===== config.mk =====
export PLATFORM = sky130hd
export DESIGN_NAME = serdes_pulse_decoder
export DESIGN_NICKNAME = d
export VERILOG_FILES = /design/src/rtl/serdes_pulse_decoder_pkg.sv /design/src/rtl/serdes_pulse_decoder_word_classify.sv /design/src/rtl/serdes_pulse_decoder.sv
export SDC_FILE = /design/constraint.sdc
export NUM_CORES = 1
export LEC_CHECK = 0
export BUFFER_PORTS_ARGS = -buffer_cell sky130_fd_sc_hd__buf_2
export CAP_MARGIN = 20
export CORE_MARGIN = 2
export CORE_UTILIZATION = 57
export DETAILED_ROUTE_END_ITERATION = 8
export PLACE_DENSITY = 0.9
export SYNTH_ARGS = -nofsm -noshare
export SYNTH_HDL_FRONTEND = slang
export SYNTH_HIERARCHICAL = 1
export SYNTH_SLANG_ARGS = --single-unit

===== constraint.sdc =====
create_clock -name evrClk -period 3 [get_ports evrClk]
set_input_delay 0 -clock evrClk [delete_from_list [all_inputs] [get_ports evrClk]]
set_output_delay 0 -clock evrClk [all_outputs]
set_load 0.02 [all_outputs]

===== src/rtl/serdes_pulse_decoder_pkg.sv =====
// Shared definitions for the SERDES pulse decoder: CSR opcodes, capture modes,
// status bit positions and the capture state enum.
package serdes_pulse_decoder_pkg;

  localparam logic [1:0] OP_SET_MODE = 2'b00;
  localparam logic [1:0] OP_ACK      = 2'b01;

  typedef enum logic [1:0] {
    M_DISABLED   = 2'd0,
    M_SINGLE     = 2'd1,
    M_CONTINUOUS = 2'd2,
    M_RESERVED   = 2'd3
  } mode_e;

  localparam int unsigned ST_DELAY_OVF = 0;
  localparam int unsigned ST_WIDTH_OVF = 1;
  localparam int unsigned ST_RETRIGGER = 2;
  localparam int unsigned ST_OVERRUN   = 3;

  typedef enum logic [2:0] {
    S_IDLE,
    S_ARMED,
    S_SEEK,
    S_PULSE,
    S_DONE
  } state_e;

  // Reserved encoding behaves exactly like DISABLED.
  function automatic logic mode_active(input mode_e m);
    return (m == M_SINGLE) || (m == M_CONTINUOUS);
  endfunction

endpackage


===== src/rtl/serdes_pulse_decoder_word_classify.sv =====
// Combinational all-zeros / all-ones flags for a word of arbitrary width.
module serdes_word_classify #(
  parameter int unsigned WIDTH = 4
) (
  input  logic [WIDTH-1:0] word,
  output logic             isZero,
  output logic             isOnes
);

  assign isZero = (word == '0);
  assign isOnes = (word == '1);

endmodule


===== src/rtl/serdes_pulse_decoder.sv =====
// Recovers coarse delay/width of an EVR output pulse from the deserialized word stream.
// Optional PULSE_DECODER_TIMESTAMP_EN adds a trigger timestamp output.
module serdes_pulse_decoder
  import serdes_pulse_decoder_pkg::*;
#(
  parameter int unsigned SERDES_WIDTH       = 4,
  parameter int unsigned COARSE_DELAY_WIDTH = 22,
  parameter int unsigned COARSE_WIDTH_WIDTH = 22
) (
  input  logic                                       evrClk,
  input  logic                                       evrRst_n,
  input  logic                                       csrStrobe,
  input  logic [31:0]                                csrData,
  input  logic                                       triggerStrobe,
  input  logic [SERDES_WIDTH-1:0]                    serdesWord,
  output logic                                       resultValid,
  output logic [COARSE_DELAY_WIDTH+SERDES_WIDTH-1:0] resultDelay,
  output logic [COARSE_WIDTH_WIDTH+SERDES_WIDTH-1:0] resultWidth,
  output logic [3:0]                                 status,
  output logic                                       busy
`ifdef PULSE_DECODER_TIMESTAMP_EN
  ,
  output logic [31:0]                                resultTimestamp
`endif
);

  localparam int unsigned SW = SERDES_WIDTH;
  localparam int unsigned DW = COARSE_DELAY_WIDTH;
  localparam int unsigned WW = COARSE_WIDTH_WIDTH;

  localparam logic [DW-1:0] DLY_ONE = DW'(1);
  localparam logic [WW-1:0] WID_ONE = WW'(1);

  // Input register stage
  logic          r_stb;
  logic [1:0]    r_op;
  mode_e         r_mode;
  logic          r_trig;
  logic [SW-1:0] r_word;

  always_ff @(posedge evrClk or negedge evrRst_n) begin
    if (!evrRst_n) begin
      r_stb  <= 1'b0;
      r_op   <= '0;
      r_mode <= M_DISABLED;
      r_trig <= 1'b0;
      r_word <= '0;
    end else begin
      r_stb  <= csrStrobe;
      r_op   <= csrData[31:30];
      r_mode <= mode_e'(csrData[1:0]);
      r_trig <= triggerStrobe;
      r_word <= serdesWord;
    end
  end

  state_e        state;
  mode_e         mode;
  logic [DW-1:0] delay_cnt;
  logic [WW-1:0] width_cnt;
  logic [SW-1:0] last_word;

  logic word_zero, word_ones;
  logic delay_zero, delay_ones;
  logic width_zero, width_ones;

  serdes_word_classify #(.WIDTH(SW)) u_word_cls (
    .word   (r_word),
    .isZero (word_zero),
    .isOnes (word_ones)
  );

  serdes_word_classify #(.WIDTH(DW)) u_dly_cls (
    .word   (delay_cnt),
    .isZero (delay_zero),
    .isOnes (delay_ones)
  );

  serdes_word_classify #(.WIDTH(WW)) u_wid_cls (
    .word   (width_cnt),
    .isZero (width_zero),
    .isOnes (width_ones)
  );

  logic unused_bits;
  assign unused_bits = word_ones ^ delay_zero ^ (^csrData[29:2]);

  logic          set_mode;
  logic          ack;
  logic          trig;
  logic          disable_req;
  logic [WW-1:0] width_final;

  assign set_mode    = r_stb && (r_op == OP_SET_MODE);
  assign ack         = r_stb && (r_op == OP_ACK);
  // ACK wins over a simultaneous trigger: the trigger is dropped entirely.
  assign trig        = r_trig && !ack;
  assign disable_req = set_mode && !mode_active(r_mode);
  assign width_final = width_zero ? '0 : (width_cnt - WID_ONE);

  assign busy = (state == S_ARMED) || (state == S_SEEK) || (state == S_PULSE);

  always_ff @(posedge evrClk or negedge evrRst_n) begin
    if (!evrRst_n) begin
      state       <= S_IDLE;
      mode        <= M_DISABLED;
      delay_cnt   <= '0;
      width_cnt   <= '0;
      last_word   <= '0;
      resultValid <= 1'b0;
      resultDelay <= '0;
      resultWidth <= '0;
      status      <= '0;
    end else begin
      if (set_mode) mode <= r_mode;
      if (ack) begin
        resultValid <= 1'b0;
        status      <= '0;
      end

      if (disable_req) begin
        state <= S_IDLE;
      end else begin
        unique case (state)
          S_IDLE: begin
            if (mode_active(mode)) state <= S_ARMED;
          end

          S_ARMED: begin
            if (trig) begin
              resultValid <= 1'b0;
              delay_cnt   <= '0;
              state       <= S_SEEK;
            end
          end

          S_SEEK: begin
            // The word sharing a cycle with a (re)trigger is not part of the capture.
            if (trig) begin
              delay_cnt                <= '0;
              status[ST_RETRIGGER]     <= 1'b1;
            end else if (!word_zero) begin
              resultDelay <= {delay_cnt, r_word};
              last_word   <= r_word;
              width_cnt   <= '0;
              state       <= S_PULSE;
            end else if (delay_ones) begin
              // Overflow still publishes a (sentinel) result so software sees completion.
              status[ST_DELAY_OVF] <= 1'b1;
              resultDelay          <= {{DW{1'b1}}, {SW{1'b0}}};
              resultWidth          <= '0;
              resultValid          <= 1'b1;
              state                <= S_DONE;
            end else begin
              delay_cnt <= delay_cnt + DLY_ONE;
            end
          end

          S_PULSE: begin
            if (trig) status[ST_OVERRUN] <= 1'b1;
            if (word_zero) begin
              resultWidth <= {width_final, last_word};
              resultValid <= 1'b1;
              state       <= S_DONE;
            end else if (width_ones) begin
              status[ST_WIDTH_OVF] <= 1'b1;
              resultWidth          <= {{WW{1'b1}}, r_word};
              resultValid          <= 1'b1;
              state                <= S_DONE;
            end else begin
              last_word <= r_word;
              width_cnt <= width_cnt + WID_ONE;
            end
          end

          S_DONE: begin
            if (trig) status[ST_OVERRUN] <= 1'b1;
            if ((mode == M_CONTINUOUS) || ack) state <= S_ARMED;
          end

          default: state <= S_IDLE;
        endcase
      end
    end
  end

`ifdef PULSE_DECODER_TIMESTAMP_EN
  logic [31:0] ts_cnt;
  logic        trig_accept;

  assign trig_accept = trig && !disable_req && ((state == S_ARMED) || (state == S_SEEK));

  always_ff @(posedge evrClk or negedge evrRst_n) begin
    if (!evrRst_n) begin
      ts_cnt          <= '0;
      resultTimestamp <= '0;
    end else begin
      ts_cnt <= ts_cnt + 32'd1;
      if (trig_accept) resultTimestamp <= ts_cnt;
    end
  end
`endif

endmodule


==> impl_metrics.tcl <==
set metrics [dict create \
    status "finished clean" \
    cts_root_buffer "clkbuf_8" \
    drt-total-wl_um 17200 \
    wire_per_inst_um 19.1 \
    area_delta_synth_final_pct 20.3 \
    power.internal_mw 3.98 \
    grt_setup_unrepaired "no" \
    die_area_um2 11700 \
    layout.cells.non_filler 902 \
    die_h_um 108 \
    drive_above_1_share 0.199 \
    dp.cells 859 \
    num_antenna_cells 0 \
    cts.sinks 120 \
    synthCells 669 \
    ir_worst_vdd_mv 0.598 \
    clock_path_buffers 2 \
    cp.arrival_ns 3.32 \
    cp-end-kind "register" \
    p_clk_frac 0.332 \
    nNetsFinal 794 \
    core.rowCount 38 \
    power_density_nw_per_um2 826 \
    cts.htree.levels 4 \
    grt_pass1_vias 5600 \
    power.total_mw 6.15 \
    grt_overflow 0 \
    core_um2 10700 \
    postRouteAntennaNets 0 \
    startpoint_type "register" \
    grt_antenna_before_repair 0 \
    slew-limit-headroom 0.463 \
    mappedNetlistNets 713 \
    hold_path.class "in -> async" \
    worst_slack_ns 0.0897 \
    comb_power_share 0.319 \
    die_w_um 108 \
    p_leak_nw 3.30 \
    routabilityCongestion 0.947 \
    place_ws_ns 0.225 \
    cpPeakStageDelay_ns 0.58 \
    synth_area_um2 6190 \
    hpwl_um 10700 \
    fin_skew_ns 0.0114 \
    cts_tree "done" \
    clk_latency_ns 0.53 \
    crit_fanout 24 \
    initial_utilization 0.579 \
    crit_family "simple AND/OR/NAND/NOR gates" \
    numCtsBuffers 17 \
    timing.final.crit_share 0.970 \
    critPathKind "reg -> reg" \
    vias 5957 \
    first_pass_iters 6 \
    p_switching_mw 2.17 \
    portBuffers 69 \
    grt_max_degree 66 \
    cp.required_ns 3.41 \
    grtUsageTotal 0.304 \
    fmax_mhz 344 \
    avgSynthCellArea_um2 9.25 \
    crit_buf_inv 1 \
    reg2regPathDepth 8 \
    drc 0 \
    pin_count 98 \
    crit_chain "nand4_1 > or4_1 > nor3_2 > nand2_1 > a211oi_2 > o21ai_4 > buf_4 > o31ai_1" \
    hold_viol_final 0 \
    maxCapViolCount 0 \
    drtIter0Drc 832 \
    finalCriticalPeriod_ns 2.91 \
    setup_tns_ns 0 \
    rr_startpoint "delay_cnt[15]" \
    swShare 0.353 \
    yosys_warnings 6 \
    tightest_slew_ns 0.805 \
    drv_slew 0 \
    clk_pin_slew_ns 0.06 \
    crit_slowest_cell "or4_1" \
    regToRegEndpoint "resultWidth[2]" \
    final-setup-viol-count 0 \
    via_per_inst 6.60 \
    grt_pass1_wl_um 28000 \
    cts_setup_buffers 0 \
    critPathLaunch "delay_cnt[15]" \
    seq_power_share 0.349 \
    rrSetupSlack_ns 0.09 \
]
==> power groups by stage <==
stage | clock network [mW] | registers [mW] | logic (mW)
6_report | 2.04 | 2.15 | 1.96
5_1_grt | 2.11 | 2.18 | 2.13
4_1_cts | 2.04 | 2.14 | 1.93
3_5_place_dp | 0 | 2.16 | 1.86
3_3_place_gp | 0 | 2.13 | 1.81
2_1_floorplan | 0 | 2.41 | 1.02
==> cell usage in the layout, fill, tap and decap left out, types with 5 or more instances in the layout <==
cell type and n:
buf_4 26, o21ai_0 55, nor2_1 81, inv_1 7, nand4_1 27, a22o_1 7
or3_1 5, a31oi_1 8, nor2b_1 11, nand2_1 65, and3_1 8, dfrtp_1 120
nand3_1 26, o211ai_1 5, o31ai_1 20, o311ai_0 6, xnor2_1 16, nand3b_1 6
nor3_1 11, mux2_2 10, xor2_1 15, clkbuf_16 16, a21oi_1 45, buf_2 68
or4_1 6, dlygate4sd3_1 11, nand2b_1 6, nor4_1 9
==> how the worst max path moves through the flow <==
| stage | to | slack, ns | depth (start not counted) |
|---|---|---|---|
| after global routing | resultWidth[21] | 0.03 | 8 |
| after detailed placement | resultWidth[1] | 0.23 | 8 |
| after CTS | resultWidth[2] | 0.11 | 8 |
| after global placement | resultWidth[1] | 0.42 | 8 |
| after floorplan | resultDelay[0] | 0.71 | 7 |
| final | resultWidth[2] | 0.09 | 8 |
==> repair_timing <==
item | CTS | global route
hold buffers | 11 | 0
setup endpoints to repair | 0 | 9
gates resized for setup | 0 | 1
endpoints found under the hold margin | 73 | 0
==> worst register-to-register path: stages (launching register included) <==
cell,delay (ns)
dfrtp_1,0.52
nand4_1,0.14
or4_1,0.58
nor3_2,0.24
nand2_1,0.11
a211oi_2,0.36
o21ai_4,0.27
buf_4,0.28
o31ai_1,0.30
==> flip-flops by register name, summed over array words and instances (netlist names) <==
register / count
r_stb: 1
resultValid: 1
width_cnt: 22
mode: 2
delay_cnt: 22
resultWidth: 26
r_mode: 2
r_trig: 1
state: 3
last_word: 4
status: 4
resultDelay: 26
r_op: 2
r_word: 4
==> layout make-up <==
| type | instances | area [µm²] |
|---|---|---|
| Clock buffer | 24 | 470 |
| Sequential cell | 120 | 3000 |
| Fill cell | 702 | 3250 |
| Clock inverter | 7 | 116 |
| Multi-Input combinational cell | 498 | 3000 |
| Inverter | 7 | 26.3 |
| Timing Repair Buffer | 106 | 657 |
| Tap cell | 140 | 175 |
==> per-stage QoR <==
step                       util  hold WS, ns  cell area (µm²)
after floorplan               -       -0.296             6190
after global placement    0.629        0.108             6730
after detailed placement  0.629        0.109             6730
after CTS                 0.694        0.109             7430
after global routing      0.696        0.124             7450
final                     0.696        0.116             7450
==> metal layers <==
layer	track usage	share of wire	vias up
li1	-	-	2589
met1	0.394	0.39	2896
met2	0.492	0.49	395
met3	0.0669	0.081	77
met4	0.139	0.040	0
met5	0	0	-
Note: power is estimated with default switching activity, not from simulation.
